## src/rtl/stopwatch_pkg.sv

```systemverilog
// Shared constants for the stopwatch display path: digit ordering, active-low
// seven-segment glyphs and the decimal-point pattern that forms HH.MM.SS.
package stopwatch_pkg;

   localparam int NUM_DIGITS = 6;

   typedef logic [3:0] bcd_t;
   typedef bcd_t [NUM_DIGITS-1:0] digits_t;

   // Active-low glyphs, bit 0 = segment a ... bit 6 = segment g
   localparam logic [6:0] SEG_0    = 7'b1000000;
   localparam logic [6:0] SEG_1    = 7'b1111001;
   localparam logic [6:0] SEG_2    = 7'b0100100;
   localparam logic [6:0] SEG_3    = 7'b0110000;
   localparam logic [6:0] SEG_4    = 7'b0011001;
   localparam logic [6:0] SEG_5    = 7'b0010010;
   localparam logic [6:0] SEG_6    = 7'b0000010;
   localparam logic [6:0] SEG_7    = 7'b1111000;
   localparam logic [6:0] SEG_8    = 7'b0000000;
   localparam logic [6:0] SEG_9    = 7'b0010000;
   localparam logic [6:0] SEG_DASH = 7'b0111111;
   localparam logic [6:0] SEG_OFF  = 7'b1111111;

   localparam logic [NUM_DIGITS-1:0] DP_MASK = 6'b010100;

   localparam logic [2:0] IDX_SEC_ONES = 3'd0;
   localparam logic [2:0] IDX_SEC_TENS = 3'd1;
   localparam logic [2:0] IDX_MIN_ONES = 3'd2;
   localparam logic [2:0] IDX_MIN_TENS = 3'd3;
   localparam logic [2:0] IDX_HR_ONES  = 3'd4;
   localparam logic [2:0] IDX_HR_TENS  = 3'd5;

   function automatic logic [NUM_DIGITS-1:0] anode_select_n(input logic [2:0] idx);
      return ~(NUM_DIGITS'(1) << idx);
   endfunction

endpackage

```

## src/rtl/bcd_to_seg7.sv

```systemverilog
// BCD digit to active-low seven-segment glyph; non-decimal codes show a dash.
module bcd_to_seg7 (
   input  logic [3:0] bcd,
   output logic [6:0] seg
);
   import stopwatch_pkg::*;

   always_comb begin
      case (bcd)
         4'd0:    seg = SEG_0;
         4'd1:    seg = SEG_1;
         4'd2:    seg = SEG_2;
         4'd3:    seg = SEG_3;
         4'd4:    seg = SEG_4;
         4'd5:    seg = SEG_5;
         4'd6:    seg = SEG_6;
         4'd7:    seg = SEG_7;
         4'd8:    seg = SEG_8;
         4'd9:    seg = SEG_9;
         default: seg = SEG_DASH;
      endcase
   end

endmodule

```

## src/rtl/seg7_scan_driver.sv

```systemverilog
// Time-multiplexes six BCD stopwatch digits onto a common-anode display, with
// lap freeze, leading-zero hour blanking and an all-off guard at each digit switch.
module seg7_scan_driver #(
   parameter int DIGIT_PERIOD  = 100_000,
   parameter int GUARD_CYCLES  = 16,
   parameter int BLANK_LEADING = 1
) (
   input  logic       clk,
   input  logic       reset,
   input  logic [3:0] sec_ones,
   input  logic [3:0] sec_tens,
   input  logic [3:0] min_ones,
   input  logic [3:0] min_tens,
   input  logic [3:0] hr_ones,
   input  logic [3:0] hr_tens,
   input  logic       lap,
   output logic [5:0] an,
   output logic [6:0] seg,
   output logic       dp,
   output logic       frozen
);
   import stopwatch_pkg::*;

   localparam int CNT_W = $clog2(DIGIT_PERIOD);

   logic [CNT_W-1:0] slot_cnt;
   logic [2:0]       idx;
   digits_t          port_digits;
   digits_t          live_q;
   digits_t          snap_q;
   digits_t          src;
   logic [6:0]       glyph;
   logic             blank;
   logic [5:0]       an_d;
   logic [6:0]       seg_d;
   logic             dp_d;

   always_comb begin
      port_digits               = '0;
      port_digits[IDX_SEC_ONES] = sec_ones;
      port_digits[IDX_SEC_TENS] = sec_tens;
      port_digits[IDX_MIN_ONES] = min_ones;
      port_digits[IDX_MIN_TENS] = min_tens;
      port_digits[IDX_HR_ONES]  = hr_ones;
      port_digits[IDX_HR_TENS]  = hr_tens;
   end

   assign src = frozen ? snap_q : live_q;

   bcd_to_seg7 u_decode (
      .bcd (src[idx]),
      .seg (glyph)
   );

   // NOTE: every output gets a default before any condition, so no path can hold an old value (no latch).
   always_comb begin
      blank = 1'b0;
      an_d  = '1;
      seg_d = SEG_OFF;
      dp_d  = 1'b1;
      if (BLANK_LEADING != 0) begin
         if (idx == IDX_HR_TENS && src[IDX_HR_TENS] == 4'd0)
            blank = 1'b1;
         if (idx == IDX_HR_ONES && src[IDX_HR_TENS] == 4'd0 && src[IDX_HR_ONES] == 4'd0)
            blank = 1'b1;
      end
      // Anode stays driven on a blanked digit so the dp can still light
      if (slot_cnt >= CNT_W'(GUARD_CYCLES)) begin
         an_d  = anode_select_n(idx);
         seg_d = blank ? SEG_OFF : glyph;
         dp_d  = ~DP_MASK[idx];
      end
   end

   // NOTE: state uses <= so every flop samples pre-edge values regardless of statement order.
   always_ff @(posedge clk) begin
      if (reset) begin
         slot_cnt <= '0;
         idx      <= IDX_SEC_ONES;
         live_q   <= '0;
         // NOTE: the snapshot is a handful of flops whose value is visible after reset, so it is cleared like all other state.
         snap_q   <= '0;
         frozen   <= 1'b0;
         an       <= '1;
         seg      <= SEG_OFF;
         dp       <= 1'b1;
      end else begin
         live_q <= port_digits;
         if (slot_cnt == CNT_W'(DIGIT_PERIOD - 1)) begin
            slot_cnt <= '0;
            idx      <= (idx == IDX_HR_TENS) ? IDX_SEC_ONES : idx + 3'd1;
         end else begin
            slot_cnt <= slot_cnt + CNT_W'(1);
         end
         // Snapshot takes the port values of the lap cycle itself, not the live stage
         if (lap) begin
            frozen <= ~frozen;
            if (!frozen)
               snap_q <= port_digits;
         end
         an  <= an_d;
         seg <= seg_d;
         dp  <= dp_d;
      end
   end

endmodule

```

## config.mk

```make
export PLATFORM = sky130hd
export DESIGN_NAME = seg7_scan_driver
export DESIGN_NICKNAME = d
export VERILOG_FILES = /design/src/rtl/stopwatch_pkg.sv /design/src/rtl/bcd_to_seg7.sv /design/src/rtl/seg7_scan_driver.sv
export SDC_FILE = /design/constraint.sdc
export NUM_CORES = 1
export LEC_CHECK = 0
export CAP_MARGIN = 20
export CORE_ASPECT_RATIO = 0.8
export CORE_MARGIN = 4
export CORE_UTILIZATION = 30
export DETAILED_ROUTE_END_ITERATION = 10
export GPL_ROUTABILITY_DRIVEN = 0
export PLACE_DENSITY_LB_ADDON = 0.2
export SYNTH_ARGS = -nofsm -noshare
export SYNTH_HDL_FRONTEND = slang
export SYNTH_HIERARCHICAL = 1
export SYNTH_SLANG_ARGS = --single-unit
```

## constraint.sdc

```tcl
create_clock -name clk -period 2.7 [get_ports clk]
set_clock_uncertainty 0.2 [all_clocks]
set_input_delay 0.405 -clock clk [delete_from_list [all_inputs] [get_ports clk]]
set_output_delay 0.405 -clock clk [all_outputs]
set_load 0.02 [all_outputs]
```

Yosys cells after proc, flatten, opt, wreduce, memory -nomap -nowiden
Memory sizes are Yosys's and may differ from the RTL's. A register that Yosys moved wholly into a read port is not among the register bits.
Index checks and enable logic that the tools add are counted.

storage, ports and cells
  output and inout port bits = 15
  memories kept = 2
  flip-flop bits (word level) = 76
  bits in read-only memories = 120
  input port bits = 27

operators by class
  multiplexer cells = 9
  shift-type cells = 1
  equality and inequality tests = 3
  bitwise logic cells = 4
  reductions and logical operators = 9
  magnitude comparators = 2
  add/subtract/negate cells = 2

memory list
  name              depth  bits a word  read ports  clocked after Yosys merged registers in  write ports  RTL line                text
  (name not given)  16     7            1           1                                        0            bcd_to_seg7.sv:9        case (bcd)
  (name not given)  8      1            1           1                                        0            seg7_scan_driver.sv:71  dp_d = ~DP_MASK[idx];

operators by type and width
  cell                                                  count
  two-way mux 24 bit                                    1
  adder 17 x 1 -> 17 bit, second input constant         1
  == test 17 bit, second input constant                 1
  >= comparator 17 x 5 -> 1 bit, second input constant  1
  binary-select mux 4 bit (select 3 bit)                1
  two-way mux 3 bit                                     3
  zero test 4 bit                                       2
  == test 3 bit, second input constant                  2
  inverter 6 bit                                        1
  left shift 1 x 3 -> 6 bit, first input constant       1
  < comparator 3 x 4 -> 1 bit, second input constant    1
  two-way mux 4 bit                                     1
  OR reduction 2 bit                                    2
  adder 3 x 1 -> 3 bit, second input constant           1
  logical AND 1 bit                                     3
  two-way mux 1 bit                                     3
  inverter 1 bit                                        3
  OR reduction 3 bit                                    1
  AND reduction 2 bit                                   1

Depth between registers and ports, before layout
  word-level depth = 6
  gate-level depth with buffers = 11
  depth with buffers taken out = 9

Modules after synthesis
Netlist, hierarchy kept.

by module, submodules not included
  module            area an instance (um^2)  cells an instance  sequential area each (um^2)  times used
  seg7_scan_driver  3339.5                   356                1681.6                       1
  bcd_to_seg7       230.2                    31                 0.0                          1

Least setup slack after synthesis
Ideal clock, no wire load.

  path kind = register to register
  start = reg frozen
  end = reg seg[5]
  stages on the path, launching flop included = 10
  data required time = 2.438 ns
  clock period less this slack = 2.851 ns
  setup slack = -0.151 ns
  buffers on the path = 1
  arrival time = 2.589 ns
  library setup time = 0.062 ns
  cells stage by stage = dfxtp_1 -> buf_2 -> mux2i_1 -> mux4_2 -> o21ai_0 -> inv_1 -> ha_1 -> and2b_2 -> o31ai_1 -> nand2b_1

between the ends
  longest elaborated chain between the ends = 6

ends and longest elaborated chain
  element                                                        RTL line                                        text
  start: declaration                                             seg7_scan_driver.sv:20                          output logic frozen
  start signal: assignment                                       seg7_scan_driver.sv:97                          frozen <= ~frozen;
  two-way mux 24 bit (*)                                         seg7_scan_driver.sv:48                          assign src = frozen ? snap_q : live_q;
  zero test 4 bit                                                seg7_scan_driver.sv:62, seg7_scan_driver.sv:64
  logical AND 1 bit (on tied branches)                           seg7_scan_driver.sv:62, seg7_scan_driver.sv:64
  two-way mux 1 bit / logical AND 1 bit (equally long branches)  seg7_scan_driver.sv:62, seg7_scan_driver.sv:64
  two-way mux 1 bit                                              seg7_scan_driver.sv:64                          if (idx == IDX_HR_ONES && src[IDX_HR_TENS] == 4'd0 && src[IDX_HR_ONES] == 4'd0)
  OR reduction 3 bit (no source line)                            n/a
  end: declaration                                               seg7_scan_driver.sv:18                          output logic [6:0] seg,

Every way passes the cells marked *; elsewhere a longest branch is shown, timed or not. The select of a mux whose other input is x is not followed.
A chain may end at the register's enable or synchronous reset.

Worst setup path in the final report
  start = reg idx[1]
  end = reg seg[5]

between the ends
  longest elaborated chain between the ends = 5

ends and longest elaborated chain
  element                                                        RTL line                                        text
  start: declaration                                             seg7_scan_driver.sv:27                          logic [2:0] idx;
  start signal: assignment                                       seg7_scan_driver.sv:91                          idx <= (idx == IDX_HR_TENS) ? IDX_SEC_ONES : idx + 3'd1;
  == test 3 bit (on tied branches)                               seg7_scan_driver.sv:62, seg7_scan_driver.sv:64
  logical AND 1 bit (on tied branches)                           seg7_scan_driver.sv:62, seg7_scan_driver.sv:64
  two-way mux 1 bit / logical AND 1 bit (equally long branches)  seg7_scan_driver.sv:62, seg7_scan_driver.sv:64
  two-way mux 1 bit                                              seg7_scan_driver.sv:64
  OR reduction 3 bit (no source line)                            n/a

Several ways; a longest one is shown, not always the timed one. The select of a mux whose other input is x is not followed.

==> run_results.csv <==
group,metric,value,unit
status,status,"finished clean",
placement,hpwlAfterDp,5501,um
setup_path,cpMaxStageDelayCell,"dfxtp_1",
logic_synthesis,synth_top_family_by_area,"simple AND/OR/NAND/NOR gates",
setup_path,endpoint_kind,"flip-flop",
setup_path,crit_required,2770,ps
setup_path,worst_ep_arrival_time,2530,ps
route,via_per_inst,4.649,
setup_path,cp_common_cell,"inv_1",
sta,hold_viol,0,
clock_tree,cts_tree,"done",
grt,overflow,0,
layout,fin_cells,579,
logic_synthesis,synth_seq_cells,84,
pwr,p_seq_share,46.5,%
pwr,p_int,2.191,mW
pwr,swShare,22.77,%
sta,fin_ws,243.5,ps
setup_path,path_cells,"buf_4 > inv_1 > mux4_2 > o21ai_1 > inv_1 > ha_1 > and2b_2 > o31ai_1 > nand2b_1",
grt,grt_usage,12.17,%
setup_path,start_kind,"flip-flop",
clock_tree,cts_inserted_buffers,9,
pwr,p_leak,1.647,nW
logic_synthesis,avgSynthCellArea,9.224,um2
grt,grt_pass1_vias,2674,
logic_synthesis,synth_area,0.003570,mm2
floorplan,core-area,0.01156,mm2
logic_synthesis,synth-xor-area-share,3.190,%
floorplan,fp.dieH,105.6,um
setup_path,slowest_delay,490,ps
floorplan,std_cell_rows,35,
grt,grt_first_pass_wirelength,13210,um
floorplan,fp.dieW,130.0,um
setup_path,critical_path_class,"flip-flop to flip-flop",
floorplan,die_area,0.01372,mm2
hold_path,hold_path_class,"flip-flop to flip-flop",
clock_tree,htree_levels,3,
logic_synthesis,synthArstFlopShare,0,%
route,drtIter0Drc,127,
pwr,powerDensity,639.1,mW/mm2
sta,worst_pin_slew,597.0,ps
route,num_vias,2692,
route,wirelength,7711,um
layout,diodes,0,
logic_synthesis,synth_sequential_area_ratio,47.11,%
sta,fin_crit,2457,ps
route,first_pass_iters,4,
pwr,p_comb_share,11.4,%
grt,grt_max_degree,52,
logic_synthesis,ys_types,49,
logic_synthesis,yosys_warnings,6,
logic_synthesis,yosys-mux-area-fraction,9.253,%
clock_tree,cts_sinks,84,
grt,antenna_found_initial,0,
pwr,p_sw,645.8,uW
layout,syn_to_final_growth,24.33,%
setup_path,crit_fanout,11,
setup_path,critPathTopFamily,"flip-flops",
sta,fmax,0.4071,GHz
setup_path,path_buf_inv,3,
clock_tree,clockBufferDepth,2,
clock_tree,path_clk_slew,60,ps
logic_synthesis,synth_fa_ha_area_share,2.804,%
logic_synthesis,synth_compound_area_share,9.183,%
floorplan,pin_count,42,
clock_tree,postCtsSetupBuffers,0,
sta,setup_viol,0,
logic_synthesis,syn_nets,422,
placement,dp_cells,564,
layout,layout.nets,462,
sta,slew_headroom,59.68,%
sta,rsz0062_at_grt,"no",
pwr,p_clk_share,42.1,%
pwr,vdd_drop_max,0.2775,mV
route,drtAntennaViolNets,0,
sta,holdWs,164.5,ps
logic_synthesis,synth_edf_count,0,
setup_path,r2r-start,"idx[1]$_SDFFE_PP0N_",
clock_tree,clk_latency,330,ps
logic_synthesis,synthFlopType,"dfxtp_1",
placement,port-buffer-count,41,
setup_path,cp-startpoint,"idx[1]$_SDFFE_PP0N_",
flow_run,drv_cap,0,
placement,dp_slack,159.2,ps
layout,fillCellCount,1184,
layout,drive_above_1_share,9.049,%
pwr,power,2.837,mW
logic_synthesis,synthCells,387,
clock_tree,cts_root_buffer,"clkbuf_16",
floorplan,initial_core_util,30.88,%
sta,min_period_over_period,90.98,%
route,route.detailed.drc,0,
sta,maxSlewViolCount,0,
logic_synthesis,synthSimpleGateAreaFrac,24.29,%
route,wl_per_cell,13.32,um
sta,fin_setup_tns,0,ps
## worst register-to-register path: stages (launching register included)
cell,delay (ps)
dfxtp_1,490
buf_4,240
inv_1,120
mux4_2,310
o21ai_1,230
inv_1,130
ha_1,200
and2b_2,190
o31ai_1,180
nand2b_1,120
## layout make-up
cell class              instances  area, um2  share of cell area [%]
clock buffers                  13      250.2                   5.639
clock inverters                 2      35.03                  0.7894
inverters                      12      45.04                   1.015
multi-input cells             267       1745                   39.33
flip-flops and latches         84       1682                   37.89
well taps                     148      185.2                   4.173
repair buffers                 53      495.5                   11.16
## per-layer routing
metal  vias up  GRT usage [%]  wire (um)  part of all wire (%)
met2        47          17.77       3317                    43
li1       1395              -          -                     -
met3        10          3.799        357                   4.6
met5         -              0          0                     0
met1      1240          17.04       3920                    51
met4         0          3.858        115                   1.5
## kinds of logic after synthesis
family | Yosys count
flip-flops | 84
adder cells (fa/ha/maj) | 8
multiplexers | 24
buffers and inverters | 36
XOR/XNOR | 13
AND/OR/NAND/NOR | 169
AO/OA/AOI/OAI | 53
## stage by stage
stage / utilization (%) / cell area (um2)
final: 38.39 / 4438
after global routing: 38.39 / 4438
after CTS: 38.33 / 4432
after detailed placement: 35.87 / 4146
after global placement: 35.87 / 4146
after floorplan: - / 3570
## Yosys cell counts (2+ instances only)
master	n	area (um2)
and4_1	2	17.52
mux2i_1	15	150.1
and2_1	2	12.51
o221ai_1	2	17.52
dfxtp_1	84	1682
clkbuf_1	17	63.81
nand2b_1	11	68.82
a21oi_1	30	150.1
xnor2_1	7	61.31
and3_1	4	25.02
o21ai_0	4	20.02
o31ai_1	2	15.01
nand3_1	10	50.05
nor4_1	4	25.02
nand4_1	6	37.54
nor3_1	6	30.03
ha_1	8	100.1
buf_2	4	20.02
xor2_1	6	52.55
a22oi_1	4	30.03
mux2_2	2	22.52
nand2_1	58	217.7
o22a_1	3	26.28
or4_1	3	22.52
mux4_2	7	157.7
nor2_1	23	86.33
or4b_1	2	20.02
inv_1	12	45.04
nor2b_1	28	175.2
nand3b_1	2	15.01
## flip-flops by register name (all words and copies together) (netlist names), named ones only
register  cells
an            6
dp            1
frozen        1
idx           3
live_q       24
seg           7
slot_cnt     17
snap_q       24
## power by group through the flow
stage	combinational, mW	clock (mW)	sequential [mW]
5_1_grt	0.363	1.28	1.33
4_1_cts	0.326	1.23	1.32
3_3_place_gp	0.320	0	1.35
6_report	0.324	1.19	1.32
3_5_place_dp	0.324	0	1.35
2_1_floorplan	0.226	0	1.33
## final timing paths
kind | cells after the start | slack (ps) | end
hold / removal | 1 | 160 | dp$_SDFF_PP1_
setup / recovery | 9 | 240 | seg[5]$_SDFF_PP1_
setup reg to reg | 9 | 240 | seg[5]$_SDFF_PP1_
hold reg to reg | 1 | 160 | dp$_SDFF_PP1_
## layout by cell type, fill, tap and decap left out, types with 6 or more instances in the layout
cell type	count
nor2b_1	28
dfxtp_1	84
mux2i_1	15
clkbuf_16	9
nand3_1	10
mux4_2	7
ha_1	8
nand2_1	58
xnor2_1	7
buf_4	12
nand4_1	6
nand2b_1	11
xor2_1	6
clkdlybuf4s50_1	40
inv_1	12
a21oi_1	30
nor3_1	6
nor2_1	23
## what timing repair did
item                       CTS  global route
setup endpoints to repair    0             6
gates resized for setup      0             1
hold buffers                 0             0
Power figures use the tool's default switching activity.
